`src/rtl/calc_requester_pkg.sv`:
```
// Shared constants and types for the calculator requester: ALU modes,
// opcodes, response status bit positions and the requester FSM states.
package calc_requester_pkg;

  // ALU mode selection
  localparam logic MODE_FIXED = 1'b0;
  localparam logic MODE_FLOAT = 1'b1;

  // Operation codes understood by the calculator
  localparam logic [3:0] OP_ADD = 4'd0;
  localparam logic [3:0] OP_SUB = 4'd1;
  localparam logic [3:0] OP_MUL = 4'd2;
  localparam logic [3:0] OP_DIV = 4'd3;

  // Bit positions inside rsp_status = {timeout, div_by_zero, underflow, overflow}
  localparam int STAT_OVERFLOW    = 0;
  localparam int STAT_UNDERFLOW   = 1;
  localparam int STAT_DIV_BY_ZERO = 2;
  localparam int STAT_TIMEOUT     = 3;

  // Requester FSM states
  typedef enum logic [1:0] {
    ST_IDLE  = 2'd0,
    ST_ISSUE = 2'd1,
    ST_WAIT  = 2'd2,
    ST_RESP  = 2'd3
  } req_state_e;

  // Assemble the response status word from individual flags
  function automatic logic [3:0] pack_status(input logic timeout,
                                             input logic div_by_zero,
                                             input logic underflow,
                                             input logic overflow);
    logic [3:0] status;
    status                   = 4'b0000;
    status[STAT_TIMEOUT]     = timeout;
    status[STAT_DIV_BY_ZERO] = div_by_zero;
    status[STAT_UNDERFLOW]   = underflow;
    status[STAT_OVERFLOW]    = overflow;
    return status;
  endfunction

endpackage

```
`src/rtl/calc_requester.sv`:
```
// Calculator requester: accepts one command, launches it on the calculator
// with a single start pulse, waits (bounded) for done, then presents a
// response until it is consumed. All outputs come straight from flops.
module calc_requester
  import calc_requester_pkg::*;
#(
  parameter int TIMEOUT_CYCLES = 64,
  parameter int TAG_W          = 4
) (
  input  logic             clk,
  input  logic             reset_n,
  // command side
  input  logic             cmd_valid,
  output logic             cmd_ready,
  input  logic [31:0]      cmd_a,
  input  logic [31:0]      cmd_b,
  input  logic [3:0]       cmd_op,
  input  logic             cmd_mode,
  input  logic [TAG_W-1:0] cmd_tag,
  // calculator side
  output logic [31:0]      calc_a,
  output logic [31:0]      calc_b,
  output logic [3:0]       calc_op,
  output logic             calc_mode,
  output logic             calc_start,
  input  logic [31:0]      calc_result,
  input  logic             calc_done,
  input  logic             calc_overflow,
  input  logic             calc_underflow,
  input  logic             calc_div_by_zero,
  // response side
  output logic             rsp_valid,
  input  logic             rsp_ready,
  output logic [31:0]      rsp_result,
  output logic [3:0]       rsp_status,
  output logic [TAG_W-1:0] rsp_tag
);

  // One spare bit above what the limit needs so the count can never wrap
  localparam int CNT_W = $clog2(TIMEOUT_CYCLES) + 1;
  localparam logic [CNT_W-1:0] CNT_LIMIT = CNT_W'(TIMEOUT_CYCLES - 1);
  localparam logic [CNT_W-1:0] CNT_ONE   = CNT_W'(1);
  localparam logic [CNT_W-1:0] CNT_ZERO  = CNT_W'(0);

  req_state_e       state_q,      state_d;
  logic             cmd_ready_q,  cmd_ready_d;
  logic [31:0]      calc_a_q,     calc_a_d;
  logic [31:0]      calc_b_q,     calc_b_d;
  logic [3:0]       calc_op_q,    calc_op_d;
  logic             calc_mode_q,  calc_mode_d;
  logic             calc_start_q, calc_start_d;
  logic             rsp_valid_q,  rsp_valid_d;
  logic [31:0]      rsp_result_q, rsp_result_d;
  logic [3:0]       rsp_status_q, rsp_status_d;
  logic [TAG_W-1:0] rsp_tag_q,    rsp_tag_d;
  logic [CNT_W-1:0] wait_cnt_q,   wait_cnt_d;

  // Next-state and next-output logic for the IDLE/ISSUE/WAIT/RESP sequence
  always_comb begin
    state_d      = state_q;
    cmd_ready_d  = cmd_ready_q;
    calc_a_d     = calc_a_q;
    calc_b_d     = calc_b_q;
    calc_op_d    = calc_op_q;
    calc_mode_d  = calc_mode_q;
    calc_start_d = 1'b0;
    rsp_valid_d  = rsp_valid_q;
    rsp_result_d = rsp_result_q;
    rsp_status_d = rsp_status_q;
    rsp_tag_d    = rsp_tag_q;
    wait_cnt_d   = wait_cnt_q;

    case (state_q)
      ST_IDLE: begin
        if (cmd_valid && cmd_ready_q) begin
          calc_a_d     = cmd_a;
          calc_b_d     = cmd_b;
          calc_op_d    = cmd_op;
          calc_mode_d  = cmd_mode;
          rsp_tag_d    = cmd_tag;
          cmd_ready_d  = 1'b0;
          // registered, so the pulse is visible exactly during ISSUE
          calc_start_d = 1'b1;
          state_d      = ST_ISSUE;
        end else begin
          cmd_ready_d  = 1'b1;
        end
      end

      ST_ISSUE: begin
        wait_cnt_d = CNT_ZERO;
        state_d    = ST_WAIT;
      end

      ST_WAIT: begin
        if (calc_done) begin
          // done has priority even on the cycle the limit is reached
          rsp_result_d = calc_result;
          rsp_status_d = pack_status(1'b0, calc_div_by_zero,
                                     calc_underflow, calc_overflow);
          rsp_valid_d  = 1'b1;
          state_d      = ST_RESP;
        end else if (wait_cnt_q == CNT_LIMIT) begin
          rsp_result_d = 32'd0;
          rsp_status_d = pack_status(1'b1, 1'b0, 1'b0, 1'b0);
          rsp_valid_d  = 1'b1;
          state_d      = ST_RESP;
        end else begin
          wait_cnt_d   = wait_cnt_q + CNT_ONE;
        end
      end

      ST_RESP: begin
        if (rsp_ready) begin
          // cmd_ready rises only after this handshake cycle
          rsp_valid_d = 1'b0;
          cmd_ready_d = 1'b1;
          state_d     = ST_IDLE;
        end else begin
          rsp_valid_d = 1'b1;
        end
      end

      default: begin
        rsp_valid_d = 1'b0;
        cmd_ready_d = 1'b1;
        state_d     = ST_IDLE;
      end
    endcase
  end

  // State and output registers; reset aborts any operation immediately
  always_ff @(posedge clk or negedge reset_n) begin
    if (!reset_n) begin
      state_q      <= ST_IDLE;
      cmd_ready_q  <= 1'b1;
      calc_a_q     <= 32'd0;
      calc_b_q     <= 32'd0;
      calc_op_q    <= 4'd0;
      calc_mode_q  <= 1'b0;
      calc_start_q <= 1'b0;
      rsp_valid_q  <= 1'b0;
      rsp_result_q <= 32'd0;
      rsp_status_q <= 4'd0;
      rsp_tag_q    <= {TAG_W{1'b0}};
      wait_cnt_q   <= CNT_ZERO;
    end else begin
      state_q      <= state_d;
      cmd_ready_q  <= cmd_ready_d;
      calc_a_q     <= calc_a_d;
      calc_b_q     <= calc_b_d;
      calc_op_q    <= calc_op_d;
      calc_mode_q  <= calc_mode_d;
      calc_start_q <= calc_start_d;
      rsp_valid_q  <= rsp_valid_d;
      rsp_result_q <= rsp_result_d;
      rsp_status_q <= rsp_status_d;
      rsp_tag_q    <= rsp_tag_d;
      wait_cnt_q   <= wait_cnt_d;
    end
  end

  assign cmd_ready  = cmd_ready_q;
  assign calc_a     = calc_a_q;
  assign calc_b     = calc_b_q;
  assign calc_op    = calc_op_q;
  assign calc_mode  = calc_mode_q;
  assign calc_start = calc_start_q;
  assign rsp_valid  = rsp_valid_q;
  assign rsp_result = rsp_result_q;
  assign rsp_status = rsp_status_q;
  assign rsp_tag    = rsp_tag_q;

endmodule

```
`config.mk`:
```
export PLATFORM = sky130hd
export DESIGN_NAME = calc_requester
export DESIGN_NICKNAME = d
export VERILOG_FILES = /design/src/rtl/calc_requester_pkg.sv /design/src/rtl/calc_requester.sv
export SDC_FILE = /design/constraint.sdc
export NUM_CORES = 1
export LEC_CHECK = 0
export BUFFER_PORTS_ARGS = -buffer_cell sky130_fd_sc_hd__buf_2
export CAP_MARGIN = 25
export CORE_MARGIN = 4
export CORE_UTILIZATION = 25
export CTS_BUF_LIST = sky130_fd_sc_hd__clkbuf_4
export CTS_CLUSTER_DIAMETER = 50
export DETAILED_ROUTE_END_ITERATION = 7
export HOLD_SLACK_MARGIN = 0.15
export PLACE_DENSITY = 0.52
export SLEW_MARGIN = 20
export SYNTH_ARGS = -nofsm -noshare
export SYNTH_HDL_FRONTEND = slang
export SYNTH_SLANG_ARGS = --single-unit
```
`constraint.sdc`:
```
create_clock -name clk -period 2 [get_ports clk]
set_input_delay 0.5 -clock clk [delete_from_list [all_inputs] [get_ports clk]]
set_output_delay 0.5 -clock clk [all_outputs]
set_load 0.02 [all_outputs]
```
Word-level counts from Yosys, hierarchy flattened
Index checks and enable logic that the tools add are counted.
{ "op_classes": {"reduce_logical": 12, "mux": 21, "n_eq_ne": 9, "n_addsub": 1} }
{ "op_table": {"columns": ["op", "count"], "rows": [
  ["$mux 32", 2],
  ["$mux 7", 2],
  ["$pmux 7 s2", 1],
  ["$mux 2", 4],
  ["$mux 4", 2],
  ["$ne 2x2->1 const B", 4],
  ["$pmux 2 s4", 1],
  ["$reduce_and 2->1", 4],
  ["$reduce_bool 2->1", 4],
  ["$add 7x1->7 const B", 1],
  ["$eq 7x6->1 const B", 1],
  ["$mux 1", 7],
  ["$reduce_and 3->1", 2],
  ["$eq 2x2->1 const B", 2],
  ["$pmux 1 s2", 2],
  ["$ne 3x3->1 const B", 1],
  ["$eq 2x1->1 const B", 1],
  ["$logic_not 2->1", 1],
  ["$logic_and 1x1->1", 1]
]} }
{ "totals": {"input_bits": 113, "register_bits": 121, "elab_cells": 55} }

Longest topological paths before layout
{ "depth": {"depth_word": 4, "mapped_depth": 6, "mapped_depth_nobuf": 6} }

Worst setup path before layout
No wires, ideal clock.
{ "synth_timing": {"path_kind": "register to register", "start": "register state_q[0]", "end": "register calc_a_q[10], in the netlist calc_a[10]", "stages_incl_launch_ff": 7, "arrival_time_ns": 1.590, "setup_time_ns": 0.125, "synth_period_minus_slack_ns": 1.715, "slack_ns": 0.285, "path_cell_list": "dfrtp_1 > inv_1 > ha_1 > and3_1 > buf_2 > buf_4 > mux2_2"} }
{ "synth_via": {"elab_chain_cells": 2} }
{ "synth_lines": {"columns": ["element", "line_no", "source"], "rows": [
  ["from (decl)", "calc_requester.sv:45", "req_state_e state_q, state_d;"],
  ["from (signal assigned)", "calc_requester.sv:148", "state_q <= state_d;"],
  ["$logic_not 2->1", "calc_requester.sv:73", "case (state_q)"],
  ["$reduce_and 2->1 (no source line)", null, null],
  ["to (signal assigned)", "calc_requester.sv:150", "calc_a_q <= calc_a_d;"],
  ["to (decl)", "calc_requester.sv:47", "logic [31:0] calc_a_q, calc_a_d;"]
]} }
No other way between the ends.
A chain may end at the register's enable or synchronous reset.

Worst setup path after layout
{ "layout_timing": {"start": "register state_q[1]", "end": "register calc_b_q[3], in the netlist calc_b[3]"} }
{ "layout_via": {"elab_chain_cells": 2} }
{ "layout_lines": {"columns": ["element", "line_no", "source"], "rows": [
  ["$logic_not 2->1", "calc_requester.sv:73", null],
  ["$reduce_and 2->1 (no source line)", null, null],
  ["to (signal assigned)", "calc_requester.sv:151", "calc_b_q <= calc_b_d;"],
  ["to (decl)", "calc_requester.sv:48", "logic [31:0] calc_b_q, calc_b_d;"]
]} }
No other way between the ends.

==> metrics.md <==
| Metric | Value |
|---|---|
| Final Hold Viols | 0 |
| Die width | 145.5 um |
| Crit share post-route | 92.54% |
| GRT Util Overall | approximately 13% |
| Sum Neg Setup Slack | 0 ns |
| Status | complete, no violations |
| Yosys warning count | 0 |
| Number of synthesized flops with an enable pin | 0 |
| Detail Route Antenna Nets | 0 |
| CP max FO | 45 |
| Core Rows | 50 |
| Initial antenna violation count | 1 |
| Initial DRT Pass Iterations | 4 |
| Vias | about 3800 |
| Sequential element share of the synthesized area | around 64% |
| Top_reg_cell synth | dfrtp_1 |
| Setup-failing EPs final | 0 |
| Startpoint types | flop |
| Final Routed Wirelength | 13170 um |
| CP Buf/Inv Count | 2 |
| CTS Buf Count | 17 |
| F_max | between 500 and 600 MHz |
| Post-synthesis cell count | slightly above 300 |
| Leakage | 3.592 nW |
| Final Max Slew Viols | 0 |
| Critical setup path kind | flop to flop |
| Vias in the first global route | 4126 |
| Asr flop ratio synth | between 90% and 100% |
| Final GP Congestion | 0.7492 |
| FF+latch count, synth | roughly 120 |
| Clk buf depth | 2 |
| Minimum clock period | about 1.9 ns |
| Netlist cell types | 38 |
| Synthesized net count | 428 |
| CP max stage cell | dfrtp_1 |
| 1st-iter DRT viols | 110 |
| Pwr Density | between 1500 and 2000 nW/um2 |
| Arrival @ worst endpoint | 2.24 ns |
| HPWL Detailed | 8684 um |
| Port buffer count | 224 |
| CP required | 2.39 ns |
| Cell family with most CP delay | flip-flops |
| First-pass GRT wire length | 21680 um |
| Fill cell count | 1740 |
| Via-to-Cell Ratio | 4.348 |
| I/O pins | 225 |
| Clock Latency Late Sink | 0.51 ns |
| Setup crit end kind | flop |
| Unrepaired setup endpoints after global routing | false |
| DR WL/cell | 14.97 um |
| Nets | between 700 and 800 |
| Crit-path max cell delay | 0.44 ns |
| Total global routing overflow | 0 |
| Peak VDD IR | 627.6 uV |
| Share of layout cells above drive strength 1 | 53.18% |
| Slew @ Worst Pin | 0.4409 ns |
| Largest net degree at the start of global routing | 67 |
| Setup Buffers After CTS | 0 |
| Initial core utilization | 25.36% |
| Area added between synthesis and finish | 56.43% |
| Die Area | 21170 um2 |
| Worst-path cell chain | inv_1, ha_1, and3_4, buf_12, mux2_2 |
| Setup Skew | around 0.018 ns |
| Slew margin rel. | 70.61% |
| Min-delay worst type | input pin to flop |
| Clock sink total | roughly 120 |
| Core area | 18640 um2 |
| Residual DRC count | 0 |
| CTS clk-pin slew, worst paths | 0.12 ns |
| CTS tree | done |
| H-tree depth | 4 |
| Die height | between 100 and 150 um |
| Syn Std Cell Area | about 4700 um2 |
| Clock Tree Root | clkbuf_4 |
| Mean post-synth cell area | 15.25 um2 |
| Max-cap check violation count | 0 |
| Hold slack | between 0.2 and 0.25 ns |
==> final cells by class <==
| type | instances | area (um2) | share of cell area [%] |
|---|---|---|---|
| clock inverter | 14 | 180.2 | 2.437 |
| sequential | 121 | 3029 | 40.96 |
| inverter | 5 | 18.77 | 0.2538 |
| antenna | 1 | 2.502 | 0.03384 |
| multi-input combinational | 166 | 1587 | 21.46 |
| timing repair buffer | 321 | 2150 | 29.07 |
| clock buffer | 18 | 135.1 | 1.827 |
| tap | 234 | 292.8 | 3.959 |
==> report_power, final <==
group | switching [mW] | total, mW | internal (mW)
Clock | 0.943 | 1.93 | 0.990
Combinational | 2.91 | 5.19 | 2.28
Sequential | 0.612 | 4.22 | 3.61
Total | 4.46 | 11.3 | 6.89
==> cells in the mapped netlist (2+ instances only) <==
cell type | number | area [um2]
a22o_1 | 35 | 306.5
clkbuf_1 | 2 | 7.510
buf_2 | 8 | 40.04
mux2_2 | 73 | 822.0
a31oi_1 | 2 | 12.51
a21oi_1 | 5 | 25.02
o22ai_1 | 2 | 12.51
ha_1 | 5 | 62.56
nand2_1 | 7 | 26.28
nand3_1 | 4 | 20.02
buf_4 | 5 | 37.54
dfrtp_1 | 120 | 3003
inv_1 | 5 | 18.77
nor2b_1 | 4 | 25.02
nor2_1 | 6 | 22.52
nor3b_1 | 3 | 22.52
buf_1 | 2 | 7.510
and2_1 | 2 | 12.51
==> registers in the layout, summed over array words and instances (netlist names) <==
name	cells
calc_start	1
rsp_status	4
rsp_valid	1
rsp_tag	4
calc_op	4
cmd_ready	1
state_q	2
calc_mode	1
calc_a	32
calc_b	32
wait_cnt_q	7
rsp_result	32
==> final timing paths <==
kind                                       startpoint                    endpoint  slack, ns  depth (start not counted)
setup / recovery               state_q[1]$_DFFE_PN0P_       calc_b[3]$_DFFE_PN0P_       0.15                          5
hold / removal                        calc_result[25]  rsp_result[25]$_DFFE_PN0P_       0.23                          2
setup reg to reg               state_q[1]$_DFFE_PN0P_       calc_b[3]$_DFFE_PN0P_       0.15                          5
hold reg to reg            rsp_result[13]$_DFFE_PN0P_  rsp_result[13]$_DFFE_PN0P_       0.50                          1
max in group asynchronous                     reset_n       cmd_ready$_DFFE_PN1P_       1.08                          3
min in group asynchronous                     reset_n      calc_b[12]$_DFFE_PN0P_       0.52                          3
==> cells by family after synthesis <==
family	share of synthesized area [%]
flops	64.08
mux	17.92
compound gates	10.24
buf+inv	2.462
xor+xnor	0.1853
simple gates	3.785
fa+ha+maj	1.323
==> cells in the final DEF (no fill, tap or decap), types with 2 or more instances in the layout <==
cell type and n:
inv_1 5, nor2_1 6, bufinv_16 4, nand3_1 4, clkinv_2 2, clkbuf_4 18
dlygate4sd3_1 89, nand2_1 7, dfrtp_1 120, a22o_1 35, clkinv_1 3, and3_4 2
nor2b_1 4, a31oi_1 2, nor3b_1 3, buf_12 6, o22ai_1 2, buf_2 223
and2_1 2, ha_1 5, clkinvlp_4 4, mux2_2 73, buf_4 3, a21oi_1 5
==> stage by stage <==
| step | cells | instance area (um2) | power (mW) | util, % | setup WS, ns |
|---|---|---|---|---|---|
| finish | 880 | 7395 | 11.35 | 39.66 | 0.1492 |
| global route | 880 | 7395 | 12.10 | 39.66 | 0.06230 |
| CTS | 856 | 7162 | 11.48 | 38.42 | 0.1477 |
| detailed placement | 758 | 6186 | 9.369 | 33.18 | 0.1684 |
| global placement | 758 | 6186 | 9.254 | 33.18 | 0.2445 |
| floorplan | 310 | 4727 | 7.498 | - | 0.2853 |
==> what timing repair did <==
item                      CTS  global route
resized for setup           0             0
hold buffers               66            23
hold endpoints to repair  185            23
==> per-layer routing <==
metal | GRT usage [%] | up-vias | part of all wire (%)
met4 | 4.748 | 0 | 1.5
met3 | 5.076 | 14 | 7.6
li1 | - | 1787 | -
met2 | 20.38 | 163 | 48
met1 | 15.10 | 1862 | 43
met5 | 0 | - | 0
No activity file was read; power rests on OpenSTA's default activity.
